File: src/rtl/cpu_state_ctrl.sv
// Multi-cycle sequencer for the MIPS core: drives the datapath state bus,
// Avalon-style memory strobes, PC write enable and the retired-instruction count.
module cpu_state_ctrl #(
  parameter int CNT_W = 32
) (
  input  logic             clk,
  input  logic             reset,
  input  logic             waitrequest,
  input  logic             instr_is_load,
  input  logic             instr_is_store,
  input  logic             halt_req,
  output logic [2:0]       state,
  output logic             active,
  output logic             read,
  output logic             write,
  output logic             addr_sel,
  output logic             pc_we,
  output logic [CNT_W-1:0] retired
);

  localparam logic [2:0] S_FETCH = 3'd0;
  localparam logic [2:0] S_LOAD  = 3'd1;
  localparam logic [2:0] S_EXEC1 = 3'd2;
  localparam logic [2:0] S_EXEC2 = 3'd3;
  localparam logic [2:0] S_HALT  = 3'd4;
  localparam logic [2:0] S_IDLE  = 3'd5;

  logic [2:0] next_state;
  logic       is_mem;
  logic       ld_st_conflict;

  assign is_mem         = instr_is_load | instr_is_store;
  assign ld_st_conflict = instr_is_load & instr_is_store;

  // Memory handshake: a request (read or write) is held unchanged while
  // waitrequest is high; it completes on the first rising edge that sees
  // waitrequest low. Strobes are pure decodes of state and the decoded IR.
  always_comb begin
    read     = 1'b0;
    write    = 1'b0;
    addr_sel = 1'b0;
    pc_we    = 1'b0;
    case (state)
      S_FETCH: read = 1'b1;
      S_EXEC1: pc_we = ~is_mem;
      S_EXEC2: begin
        read     = instr_is_load & ~instr_is_store;
        write    = instr_is_store & ~instr_is_load;
        addr_sel = 1'b1;
        pc_we    = ~waitrequest;
      end
      default: ;
    endcase
  end

  always_comb begin
    next_state = state;
    case (state)
      S_IDLE:  next_state = S_FETCH;
      S_FETCH: next_state = waitrequest ? S_FETCH : S_LOAD;
      S_LOAD:  next_state = S_EXEC1;
      S_EXEC1: begin
        if (ld_st_conflict)
          next_state = S_HALT;
        else if (is_mem)
          next_state = S_EXEC2;
        else
          next_state = halt_req ? S_HALT : S_FETCH;
      end
      S_EXEC2: begin
        if (!waitrequest)
          next_state = halt_req ? S_HALT : S_FETCH;
      end
      S_HALT:  next_state = S_HALT;
      // Encodings 6 and 7 are unreachable; recover into HALT.
      default: next_state = S_HALT;
    endcase
  end

  always_ff @(posedge clk or negedge reset) begin
    if (!reset) begin
      state   <= S_IDLE;
      active  <= 1'b0;
      retired <= '0;
    end else begin
      state  <= next_state;
      active <= (next_state != S_HALT) && (next_state != S_IDLE);
      if (pc_we)
        retired <= retired + CNT_W'(1);
    end
  end

endmodule
File: config.mk
export PLATFORM = sky130hd
export DESIGN_NAME = cpu_state_ctrl
export DESIGN_NICKNAME = d
export VERILOG_FILES = /design/src/rtl/cpu_state_ctrl.sv
export SDC_FILE = /design/constraint.sdc
export NUM_CORES = 1
export LEC_CHECK = 0
export CORE_MARGIN = 3
export CORE_UTILIZATION = 48
export DETAILED_ROUTE_END_ITERATION = 6
export PLACE_DENSITY = 0.78
export SLEW_MARGIN = 25
export SYNTH_ARGS = -nofsm -noshare
export SYNTH_HDL_FRONTEND = slang
export SYNTH_SLANG_ARGS = --single-unit
File: constraint.sdc
create_clock -name clk -period 1.8 [get_ports clk]
set_input_delay 0.27 -clock clk [delete_from_list [all_inputs] [get_ports clk]]
set_output_delay 0.27 -clock clk [all_outputs]
set_load 0.01 [all_outputs]
==> impl_metrics.tcl <==
set metrics [dict create \
    crit_path_end_kind "output port" \
    dr.pass1.iters 4 \
    wire_per_inst_um 14.1 \
    yosys.area_share.simple_pct 25.8 \
    final-max-slew-violation-count 0 \
    yosysWarnings 0 \
    synth_top_area_share_pct 46.9 \
    numCtsBuffers 5 \
    syn_to_final_growth_pct 42.1 \
    synth_mux_area_share_pct 0 \
    yosys_most_used_dff "dfrtp_1" \
    drtIter0Drc 80 \
    nNetsFinal 248 \
    fin_util_pct 73.8 \
    critPathTopFamily "buffers and inverters" \
    ir_drop_mv 0.890 \
    route.met3.wl_um 219 \
    clkSlewWorstSetupHoldPaths_ns 0.07 \
    fin_hold_ws_ns 0.382 \
    crit_type "input pin to output port" \
    start_util_pct 51.9 \
    rsz0062_at_grt "true" \
    routed_via_density 5.25 \
    grt_overflow_total 0 \
    routed_wl_mm 4.01 \
    final_antenna_net_count 0 \
    drc_errors 0 \
    clkSinkCount 36 \
    async_reset_ff_share_pct 100 \
    critPathMaxStageDelay_ns 0.47 \
    period_share_pct 98.0 \
    place.gp.congestion 0.785 \
    antenna_cells 0 \
    avgSynthCellArea_um2 10.8 \
    layout_common_cells "39 x clkdlybuf4s50_1, 34 x dfrtp_1, 19 x buf_4" \
    r2r_slack_ns 0.08 \
    vias 1492 \
    synth_top_family_by_area "simple AND/OR/NAND/NOR gates" \
    worstMarginPinSlew_ns 0.449 \
    power_density_nw_per_um2 877 \
    hold_violations 0 \
    antenna_found_initial 0 \
    cts_max_path_buffers 2 \
    critical_path.cell_chain "clkdlybuf4s50_1 > inv_1 > ha_2 > o211ai_4 > inv_2 > clkdlybuf4s15_2" \
    dp_hpwl_mm 2.96 \
    max_cap_viol_count 0 \
    path_buf_inv 4 \
    synth-xor-area-share_pct 15.0 \
    fmax_ghz 0.567 \
    cpMaxStageDelayCell "clkdlybuf4s50_1" \
    route.top_layer_used "met4" \
    synth_compound_area_share_pct 3.24 \
    grt_pass1_wl_mm 6.81 \
    drt-met1-wl_mm 1.68 \
    dieArea_um2 4550 \
    cts-root-buf "clkbuf_8" \
    cts_max_level 2 \
    ys_seq_area_share_pct 49.8 \
    coreArea_um2 3490 \
    required_ns 1.53 \
    syn-cell-area_um2 1810 \
    place_inst 274 \
    synth_edf_count 0 \
    grt_max_degree 37 \
    post_layout_nonfiller_instances 284 \
    syn-num-nets 179 \
    route.met2.wl_mm 1.97 \
    synth_cell_types 34 \
    drive_above_1_share_pct 20.2 \
    synthAdderAreaFrac_pct 3.45 \
    track_usage_pct 20.3 \
    slew_headroom_pct 70.1 \
    ios 46 \
    synth_top_area_cell "dfrtp_1" \
    num_rows 21 \
    timing.final.crit_period_ns 1.76 \
    crit_path_start_kind "input pin" \
    io_buffers 45 \
    status "finished, final reports clean" \
    skew_ns 0.0110 \
    worstPathArrival_ns 1.49 \
    grt_pass1_vias 1508 \
    clk_latency_ns 0.29 \
    synthCells 168 \
    synthTopCellsByArea "dfrtp_1 47%, xnor2_1 8.2%, xor2_1 6.8%" \
    fillers 261 \
    tritoncts "yes" \
    setup_viol 0 \
    leakage_uw 0.00125 \
    die_h_um 67.5 \
    final_common_cell "clkdlybuf4s50_1" \
    ys_ff_latch 36 \
    die_width_um 67.5 \
    hold_path_class "input pin to asynchronous set/reset pin" \
    path_max_fanout 3 \
    holdBufCountCts 0 \
]
-- sequential cells by signal, summed over array words and instances (netlist names) --
signal   cells
active       1
retired     32
state        3
-- Yosys cell counts (all sizes together) (2+ instances only) --
cell	n
nor2	14
dfstp	2
nand4	7
ha	5
xor2	14
inv	7
a21oi	4
buf	3
dfrtp	34
nand3	17
and3	5
nor3	11
nand2	18
xnor2	17
-- power by group --
group / total [µW] / leakage (µW) / internal [µW] / switching, µW
Clock: 549 / 0.0000422 / 271 / 277
Sequential: 962 / 0.000482 / 900 / 62.6
Combinational: 749 / 0.000723 / 387 / 362
Total: 2260 / 0.00125 / 1560 / 702
-- final timing paths --
check,start,end,depth (start not counted)
min,reset,retired[31]$_DFFE_PN0P_,2
max reg2reg,state[0]$_DFF_PN1_,retired[29]$_DFFE_PN0P_,8
max,instr_is_store,pc_we,6
min reg2reg,retired[31]$_DFFE_PN0P_,retired[31]$_DFFE_PN0P_,1
max in group asynchronous,reset,state[0]$_DFF_PN1_,2
min in group clk,retired[31]$_DFFE_PN0P_,retired[31]$_DFFE_PN0P_,1
-- cell type report --
type	count	area (µm²)	share of cell area (%)
tap	46	57.6	2.23
clock buffer	7	76.3	2.96
multi-input combinational	122	893	34.7
timing repair buffer	65	616	23.9
sequential	36	903	35.0
clock inverter	1	5.00	0.194
inverter	7	26.3	1.02
-- per-stage QoR --
stage / worst slack [ns] / area, µm² / TNS (ns) / total power (µW)
after floorplan: 0.159 / 1810 / 0 / 1320
after global placement: -0.254 / 2450 / -4.77 / 1670
after detailed placement: -0.333 / 2450 / -7.54 / 1700
after CTS: 0.00152 / 2540 / 0 / 2270
after global routing: -0.0188 / 2580 / -0.0403 / 2400
final: 0.0362 / 2580 / 0 / 2260
-- routing by layer --
layer | vias to the layer above | track usage (%)
met5 | - | 0
met4 | 0 | 10.9
met3 | 17 | 6.49
met2 | 53 | 32.9
met1 | 715 | 23.7
li1 | 707 | -
-- what timing repair did --
action,4_1_cts,5_1_grt
setup buffers,2,0
cloned,0,0
endpoints found under the setup margin,11,9
gates resized for setup,7,10
pin swaps,0,1
-- logic make-up (layout without fill, tap and decap cells) --
group,Yosys count,count (layout)
DFF,36,36
xor gates and xnor gates,31,31
adders and majority gates,5,5
and+or+nand+nor,79,79
AOI/OAI and AO/OA,7,7
buffers and inverters,10,80
Power figures use the tool's default switching activity.
